===== config.mk =====
export PLATFORM = sky130hd
export DESIGN_NAME = psum_drain
export DESIGN_NICKNAME = d
export VERILOG_FILES = /design/src/rtl/pe_pkg.sv /design/src/rtl/psum_fifo.sv /design/src/rtl/psum_drain.sv
export SDC_FILE = /design/constraint.sdc
export NUM_CORES = 1
export LEC_CHECK = 0
export CAP_MARGIN = 40
export CORE_MARGIN = 2
export CORE_UTILIZATION = 35
export CTS_CLUSTER_DIAMETER = 30
export DETAILED_ROUTE_END_ITERATION = 10
export PLACE_DENSITY_LB_ADDON = 0.12
export SLEW_MARGIN = 20
export SYNTH_ARGS = -nofsm -noshare
export SYNTH_HDL_FRONTEND = slang
export SYNTH_HIERARCHICAL = 1
export SYNTH_SLANG_ARGS = --single-unit

===== constraint.sdc =====
create_clock -name clock -period 10.4 [get_ports clock]
set_input_delay 2.08 -clock clock [delete_from_list [all_inputs] [get_ports clock]]
set_output_delay 2.08 -clock clock [all_outputs]
set_load 0.1 [all_outputs]

===== src/rtl/pe_pkg.sv =====
// Shared types and arithmetic helpers for the processing-element column datapath.
// The saturating adder works on 64-bit sign-extended operands and clamps to a w-bit range.
package pe_pkg;

  localparam int SUM_W_DEF = 24;

  typedef enum logic {
    IDLE  = 1'b0,
    ACCUM = 1'b1
  } drain_state_e;

  typedef struct packed {
    logic               sat;
    logic signed [63:0] val;
  } sat_res_t;

  // Operands must already be sign-extended to 64 bits; w is at most 63.
  function automatic sat_res_t sat_add(input logic signed [63:0] a,
                                       input logic signed [63:0] b,
                                       input int                 w);
    logic signed [64:0] s;
    logic signed [64:0] hi;
    logic signed [64:0] lo;
    sat_res_t           r;
    s     = {a[63], a} + {b[63], b};
    hi    = (65'sd1 <<< (w - 1)) - 65'sd1;
    lo    = -(65'sd1 <<< (w - 1));
    r.sat = 1'b0;
    r.val = s[63:0];
    if (s > hi) begin
      r.sat = 1'b1;
      r.val = hi[63:0];
    end else if (s < lo) begin
      r.sat = 1'b1;
      r.val = lo[63:0];
    end
    return r;
  endfunction

endpackage


===== src/rtl/psum_fifo.sv =====
// Result FIFO for the partial-sum drain: circular buffer with an occupancy counter.
// The head entry is presented combinationally; an empty FIFO presents zero.
module psum_fifo #(
  parameter int W     = 33,
  parameter int DEPTH = 8
) (
  input  logic                         clock,
  input  logic                         reset,
  input  logic                         i_push,
  input  logic [W-1:0]                 i_data,
  input  logic                         i_pop,
  output logic [W-1:0]                 o_data,
  output logic                         o_full,
  output logic                         o_empty,
  output logic [$clog2(DEPTH+1)-1:0]   o_level
);

  localparam int PTR_W = $clog2(DEPTH);
  localparam int LVL_W = $clog2(DEPTH + 1);

  logic [W-1:0]     mem [DEPTH];
  logic [PTR_W-1:0] wr_q, wr_d;
  logic [PTR_W-1:0] rd_q, rd_d;
  logic [LVL_W-1:0] lvl_q, lvl_d;

  always_ff @(posedge clock or posedge reset) begin
    if (reset) begin
      wr_q  <= '0;
      rd_q  <= '0;
      lvl_q <= '0;
    end else begin
      wr_q  <= wr_d;
      rd_q  <= rd_d;
      lvl_q <= lvl_d;
    end
  end

  // DEPTH is a power of two, so pointer increments wrap on their own.
  always_comb begin
    wr_d  = wr_q;
    rd_d  = rd_q;
    lvl_d = lvl_q;
    if (i_push) wr_d = wr_q + PTR_W'(1);
    if (i_pop)  rd_d = rd_q + PTR_W'(1);
    case ({i_push, i_pop})
      2'b10:   lvl_d = lvl_q + LVL_W'(1);
      2'b01:   lvl_d = lvl_q - LVL_W'(1);
      default: lvl_d = lvl_q;
    endcase
  end

  always_ff @(posedge clock) begin
    if (i_push) mem[wr_q] <= i_data;
  end

  assign o_full  = (lvl_q == LVL_W'(DEPTH));
  assign o_empty = (lvl_q == '0);
  assign o_level = lvl_q;
  assign o_data  = o_empty ? '0 : mem[rd_q];

endmodule


===== src/rtl/psum_drain.sv =====
// Column-tail drain: accumulates partial-sum beats of one output group with saturation
// and queues each finished {sat, result} for the writeback path.
module psum_drain
  import pe_pkg::*;
#(
  parameter int SUM_W = SUM_W_DEF,
  parameter int ACC_W = 32,
  parameter int DEPTH = 8
) (
  input  logic                       clock,
  input  logic                       reset,
  input  logic                       i_valid,
  input  logic [SUM_W-1:0]           i_sum,
  input  logic                       i_last,
  input  logic                       i_clear,
  output logic                       o_in_ready,
  output logic                       o_valid,
  output logic [ACC_W-1:0]           o_data,
  output logic                       o_sat,
  input  logic                       i_ready,
  output logic [$clog2(DEPTH+1)-1:0] o_level,
  output logic                       o_busy
);

  localparam int LVL_W = $clog2(DEPTH + 1);

  drain_state_e       state_q, state_d;
  logic [ACC_W-1:0]   acc_q, acc_d;
  logic               sat_q, sat_d;
  logic [ACC_W-1:0]   base_acc;
  logic signed [63:0] acc_ext, sum_ext;
  sat_res_t           add_res;
  logic               grp_sat;
  logic               accept, push, pop;
  logic               fifo_full, fifo_empty;
  logic [ACC_W:0]     push_data, head_data;
  logic [LVL_W-1:0]   fifo_level;
  logic               unused_hi;

  always_ff @(posedge clock or posedge reset) begin
    if (reset) begin
      state_q <= IDLE;
      acc_q   <= '0;
      sat_q   <= 1'b0;
    end else begin
      state_q <= state_d;
      acc_q   <= acc_d;
      sat_q   <= sat_d;
    end
  end

  assign accept = i_valid && !fifo_full;
  assign pop    = !fifo_empty && i_ready;

  always_comb begin
    state_d  = state_q;
    acc_d    = acc_q;
    sat_d    = sat_q;
    push     = 1'b0;
    // A new group starts from zero regardless of any stale accumulator contents.
    base_acc = (state_q == ACCUM) ? acc_q : '0;
    acc_ext  = {{(64-ACC_W){base_acc[ACC_W-1]}}, base_acc};
    sum_ext  = {{(64-SUM_W){i_sum[SUM_W-1]}}, i_sum};
    add_res  = sat_add(acc_ext, sum_ext, ACC_W);
    grp_sat  = ((state_q == ACCUM) && sat_q) || add_res.sat;
    if (i_clear) begin
      state_d = IDLE;
      acc_d   = '0;
      sat_d   = 1'b0;
    end else if (accept) begin
      if (i_last) begin
        push    = 1'b1;
        state_d = IDLE;
        acc_d   = '0;
        sat_d   = 1'b0;
      end else begin
        state_d = ACCUM;
        acc_d   = add_res.val[ACC_W-1:0];
        sat_d   = grp_sat;
      end
    end
  end

  assign push_data = {grp_sat, add_res.val[ACC_W-1:0]};
  // Clamped results are pure sign extension above ACC_W.
  assign unused_hi = ^add_res.val[63:ACC_W];

  psum_fifo #(
    .W     (ACC_W + 1),
    .DEPTH (DEPTH)
  ) u_fifo (
    .clock   (clock),
    .reset   (reset),
    .i_push  (push),
    .i_data  (push_data),
    .i_pop   (pop),
    .o_data  (head_data),
    .o_full  (fifo_full),
    .o_empty (fifo_empty),
    .o_level (fifo_level)
  );

  assign o_in_ready      = !fifo_full;
  assign o_valid         = !fifo_empty;
  assign {o_sat, o_data} = head_data;
  assign o_level         = fifo_level;
  assign o_busy          = (state_q == ACCUM);

endmodule


==> results of run 1 <==
[tightest hold or removal path: cells and delay by family (launching register included)]
family / cells / cell delay (ns)
flip-flops: 1 / 0.33
AND/OR/NAND/NOR: 1 / 0.04
AO/OA/AOI/OAI: 1 / 0.06
[how the worst max path moves through the flow]
stage	slack (ns)	depth (start not counted)	from	endpoint
6_report	4.26	14	i_sum[0]	u_fifo/mem[5][29]
5_1_grt	3.97	14	i_sum[0]	u_fifo/mem[2][20]
4_1_cts	4.23	14	i_sum[0]	u_fifo/mem[0][20]
3_5_place_dp	3.70	14	i_sum[0]	u_fifo/mem[0][20]
3_3_place_gp	3.76	13	i_sum[0]	u_fifo/mem[1][0]
2_1_floorplan	4.68	3	i_valid	u_fifo/mem[1][0]
[cells by family (layout without fill, tap and decap cells)]
group | after synthesis | after routing | share of synthesized area [%]
mux | 70 | 70 | 11.0
compound gates | 213 | 213 | 10.5
simple gates | 173 | 173 | 6.42
buf+inv | 96 | 284 | 3.37
fa+ha+maj | 63 | 63 | 4.91
flops | 308 | 308 | 60.3
xor+xnor | 59 | 59 | 3.45
[final cells by class]
cell class	count	share of cell area [%]
Sequential cell	308	46.9
Clock inverter	49	2.98
Inverter	22	0.429
Tap cell	539	3.50
Timing Repair Buffer	134	7.94
Clock buffer	79	9.54
Multi-Input combinational cell	578	28.7
[report_power, final]
group	internal, W	total (W)	switching, W	leakage (nW)
registers	0.00145	0.00153	0.0000791	2.96
clock network	0.00152	0.00222	0.000700	1.17
logic	0.000934	0.00242	0.00149	2.87
[sequential cells by signal, indices dropped and copies added, names as in the netlist]
name	cells
u_fifo/o_level	4
u_fifo/mem	264
sat_q	1
o_busy	1
u_fifo/rd_q	3
u_fifo/wr_q	3
acc_q	32
[per-layer routing]
| layer | vias up | share of wire, % | global-route usage (%) |
|---|---|---|---|
| met5 | - | 0.029 | 0 |
| met4 | 2 | 2.0 | 6.36 |
| met3 | 52 | 4.5 | 3.39 |
| met2 | 203 | 48 | 28.5 |
| met1 | 4610 | 45 | 23.8 |
| li1 | 4208 | - | - |
[layout by cell type (no fill, tap or decap), types with 35 or more instances in the layout]
cell	Yosys	layout
a21oi_1	41	40
clkbuf_16	0	72
clkdlybuf4s50_1	0	69
edfxtp_1	264	264
ha_1	37	37
xnor2_1	36	36
dfrtp_1	44	42
mux4_2	35	35
buf_8	0	39
and2_1	59	58
[metrics by stage]
step	instance area (sq um)	setup slack [ns]	hold slack, ns	total power (W)
floorplan	15000	4.68	0.441	0.00315
global placement	16200	3.76	0.463	0.00360
detailed placement	16800	3.70	0.468	0.00401
CTS	19300	4.23	0.479	0.00625
global route	19300	3.97	0.515	0.00641
finish	19300	4.26	0.472	0.00617
==> reports/metrics.yaml, run 1 <==
clocking:
  clkLatencyLatePin_ns: 0.57
  cts_setup_buffers: 0
  htree_levels: 3
  cts_sinks: 308
  root_buffer: "clkbuf_16"
  cts_buffers: 71
  cts.repair.resized: 0
  clk_path_buf_depth: 3
  ctsHoldBuffers: 0
  clkTransAtPathRegs_ns: 0.05
  cts_tree: "built"
sta:
  rsz0062_at_grt: "no"
  worstMarginPinSlew_ns: 0.818
  min_period_ns: 6.14
  maxSlewViolCount: 0
  finalCritPeriodShare_pct: 59.1
  fin_skew_ns: 0.0263
  tns_ns: 0
  hold_violations: 0
  slew_headroom_pct: 45.3
  fmax_mhz: 163
  setup_violations: 0
cells_and_area:
  fin_cells: 1709
  fillers: 3727
  multi_input_area_sq_um: 5530
  syn_to_final_growth_pct: 28.7
  antenna_cells: 0
  utilization_pct: 45.8
  final_nets: 1183
  drive_above_1_share_pct: 21.4
  seqCellArea_sq_um: 9030
yosys:
  synth_ff_type: "edfxtp_1"
  netlist_area_sq_um: 15000
  syn_nets: 1050
  synthTopCellsByCount: "264 x edfxtp_1, 59 x and2_1, 44 x dfrtp_1, 41 x a21oi_1, 38 x clkbuf_1"
  synth_warnings: 6
  yosys.area.top_type: "edfxtp_1"
  netlist_top_cells_area: "edfxtp_1 53%, dfrtp_1 7.4%, mux4_1 5.4%, mux4_2 5.3%, ha_1 3.1%"
  synth.most_common_cell: "edfxtp_1"
  synth_top_area_share_pct: 53.0
  synth_edf_count: 264
  synthArstFlopShare_pct: 14.3
  seq_area_frac_synth_pct: 60.3
  synth_cell_types: 74
  syn_inst: 982
  ys_ff_latch: 308
  syn_area_per_cell_sq_um: 15.2
worst_setup_path:
  required_ns: 10.71
  crit_slowest_cell: "buf_4"
  cp_cell_sequence: "clkdlybuf4s50_1 -> ha_1 -> inv_1 -> fa_1 -> nand2b_1 -> a211oi_2 -> o2111ai_1 -> a2111oi_2 -> o21ai_1 -> a21oi_4 -> buf_4 -> a21oi_4 -> buf_4 -> nor2_1"
  worstReg2RegEnd: "u_fifo/mem[5][29]"
  critPathLaunchType: "input port"
  max_stage_delay_ns: 0.64
  r2r_cells: 15
  cp-end-kind: "register"
  critPathBufInv: 4
  r2r_setup_slack_ns: 5.37
  critical_path.top_delay_family: "compound AO/OA/AOI/OAI gates"
  crit-reg2reg-launch: "o_busy"
  cp_data_arrival_time_ns: 6.45
  worstSetupPathType: "in2reg"
  crit_path_max_fanout: 47
placement:
  port_buffers: 69
  gp_congestion: 0.813
  hpwl_microns: 23000
  dp.cells: 1581
grt:
  grt_pass1_wl_microns: 58300
  globalRoute.totalOverflow: 0
  grt.total_usage_pct: 17.6
  antenna_found_initial: 1
  grt_pass1_vias: 9605
  grt_max_degree: 48
routing:
  firstDrtPassIters: 5
  drc: 0
  avgViaCountPerCell: 5.31
  wl_per_cell_microns: 22.4
  ant_nets: 0
  first_iter_violations: 733
  vias: 9075
  wl_microns: 38300
die:
  initial_core_util_pct: 35.6
  die_h_microns: 211
  core-area_sq_um: 42000
  num_rows: 75
  die_w_microns: 211
  dieArea_sq_um: 44400
  ioPinCount: 70
pwr:
  cellPowerDensity_nw_per_um2: 320
  ir_drop_mv: 0.192
  leakage_nw: 6.99
worst_hold_path:
  holdPathStages: 2
  hold_class: "reg2reg"
  whs_endpoint: "acc_q[31]"
  worstHoldStart: "acc_q[31]"
run_status:
  outcome: "finished, final reports clean"
flow_run:
  max_cap_viol_count: 0
No activity file was read; power rests on OpenSTA's default activity.
==> run 2, diff against run 1 <==
Clock period 10.4 ns to 6 ns, I/O delays scaled along.
==> reports/metrics.yaml, run 2 (synthesized netlist as in run 1, its figures left out) <==
sta:
  slew_headroom_pct: 49.5
  maxSlewViolCount: 0
  finalCritPeriodShare_pct: 79.5
  tns_ns: 0
  holdWs_ns: 0.475
  rsz0062_at_grt: "no"
  fmax_mhz: 210
  fin_skew_ns: 0.0337
  setup_violations: 0
  worstMarginPinSlew_ns: 0.746
  min_period_ns: 4.77
  hold_violations: 0
worst_setup_path:
  startpoint: "i_sum[0]"
  r2r_cells: 12
  cp-end-kind: "register"
  worstSetupPathType: "in2reg"
  cp_data_arrival_time_ns: 5.12
  crit_path_max_fanout: 19
  r2r_setup_slack_ns: 1.56
  critPathLaunchType: "input port"
  required_ns: 6.35
  crit-reg2reg-launch: "o_busy"
  worstReg2RegEnd: "u_fifo/mem[4][29]"
pwr:
  power.switching_w: 0.00401
  ir_drop_mv: 0.364
  leakage_nw: 7.02
  cellPowerDensity_nw_per_um2: 554
  seqPwrFrac_pct: 25.1
  p_clk_share_pct: 35.0
  p_comb_share_pct: 39.9
  p_sw_share_pct: 37.5
  intPower_w: 0.00669
worst_hold_path:
  whs_endpoint: "acc_q[29]"
  worstHoldStart: "acc_q[29]"
  hold_class: "reg2reg"
  holdPathStages: 2
clocking:
  cts_buffers: 70
  htree_levels: 3
  ctsHoldBuffers: 0
  clk_path_buf_depth: 3
  clkLatencyLatePin_ns: 0.58
  cts.repair.resized: 0
  root_buffer: "clkbuf_16"
  cts_sinks: 308
  cts_tree: "built"
  cts_setup_buffers: 0
  clkTransAtPathRegs_ns: 0.05
die:
  ioPinCount: 70
  die_h_microns: 211
  core-area_sq_um: 42000
  initial_core_util_pct: 35.6
  dieArea_sq_um: 44400
  die_w_microns: 211
  num_rows: 75
cells_and_area:
  layout_commonest_cell: "edfxtp_1"
  largest_register_ffs: 264
  seqCellArea_sq_um: 9030
  utilization_pct: 45.9
  multi_input_area_sq_um: 5530
  antenna_cells: 0
  syn_to_final_growth_pct: 29.0
  drive_above_1_share_pct: 21.9
  top_register: "u_fifo/mem"
  final_cell_mix: "264 x edfxtp_1, 71 x clkbuf_16, 69 x clkdlybuf4s50_1, 59 x and2_1, 42 x dfrtp_1"
  final_nets: 1188
  fin_cells: 1709
  fillers: 3671
routing:
  avgViaCountPerCell: 5.32
  firstDrtPassIters: 4
  vias: 9096
  drc: 0
  ant_nets: 0
  wl_microns: 37900
  first_iter_violations: 475
  wl_per_cell_microns: 22.2
grt:
  antenna_found_initial: 0
  grt_max_degree: 53
  globalRoute.totalOverflow: 0
  grt.total_usage_pct: 17.6
  grt_pass1_vias: 9710
  grt_pass1_wl_microns: 59000
flow_run:
  max_cap_viol_count: 0
placement:
  hpwl_microns: 23200
  port_buffers: 69
  dp.cells: 1587
  gp_congestion: 0.769
run_status:
  outcome: "finished, final reports clean"
==> run 2: cell types whose count changed in the layout (fill, tap and decap cells not counted), sizes merged <==
cell / before / now
clkbuf: 79 / 74
inv: 30 / 41
clkinvlp: 7 / 4
clkinv: 24 / 19
buf: 65 / 71
bufinv: 10 / 6
==> run 2: metal layers <==
| metal | GRT usage, % | share of wire (%) | vias up |
|---|---|---|---|
| met3 | 2.96 | 3.8 | 54 |
| met1 | 24.7 | 47 | 4629 |
| li1 | - | - | 4220 |
| met5 | 0 | 0 | - |
| met2 | 28.0 | 47 | 193 |
| met4 | 5.95 | 1.9 | 0 |
==> run 2: how the worst max path moves through the flow <==
stage	end	slack (ns)	depth (start not counted)
3_3_place_gp	u_fifo/mem[6][29]	0.79	12
2_1_floorplan	u_fifo/mem[1][0]	0.98	5
6_report	u_fifo/mem[2][4]	1.23	13
5_1_grt	u_fifo/mem[4][20]	0.87	13
4_1_cts	u_fifo/mem[0][5]	1.24	13
3_5_place_dp	u_fifo/mem[4][20]	0.65	13
==> run 2: critical path, stage by stage <==
cell and delay [ns]:
clkdlybuf4s50_1 0.51, ha_1 0.21, inv_1 0.07, fa_1 0.39
nand2b_1 0.20, a211oi_2 0.30, o2111ai_1 0.22, a2111oi_2 0.40
o21ai_1 0.18, a21oi_4 0.53, buf_4 0.35, buf_4 0.21
maj3_1 0.34
==> run 2: metrics by stage <==
step | worst slack [ns] | power, W | area, sq um
2_1_floorplan | 0.976 | 0.00546 | 15000
3_3_place_gp | 0.790 | 0.00628 | 16200
3_5_place_dp | 0.649 | 0.00705 | 17000
4_1_cts | 1.24 | 0.0108 | 19300
5_1_grt | 0.874 | 0.0111 | 19300
6_report | 1.23 | 0.0107 | 19300
==> run 2: power by group through the flow <==
stage,clock network [W],registers [W],logic [W]
4_1_cts,0.00383,0.00269,0.00433
6_report,0.00375,0.00268,0.00427
5_1_grt,0.00393,0.00271,0.00445
2_1_floorplan,0,0.00271,0.00275
3_5_place_dp,0,0.00273,0.00432
3_3_place_gp,0,0.00273,0.00355
==> run 2: area by class of cell <==
class / instances / share of cell area [%]
inverters: 22 / 0.428
repair buffers: 140 / 8.47
well taps: 539 / 3.49
clock inverters: 48 / 2.85
clock buffers: 74 / 9.31
flip-flops and latches: 308 / 46.8
multi-input cells: 578 / 28.6
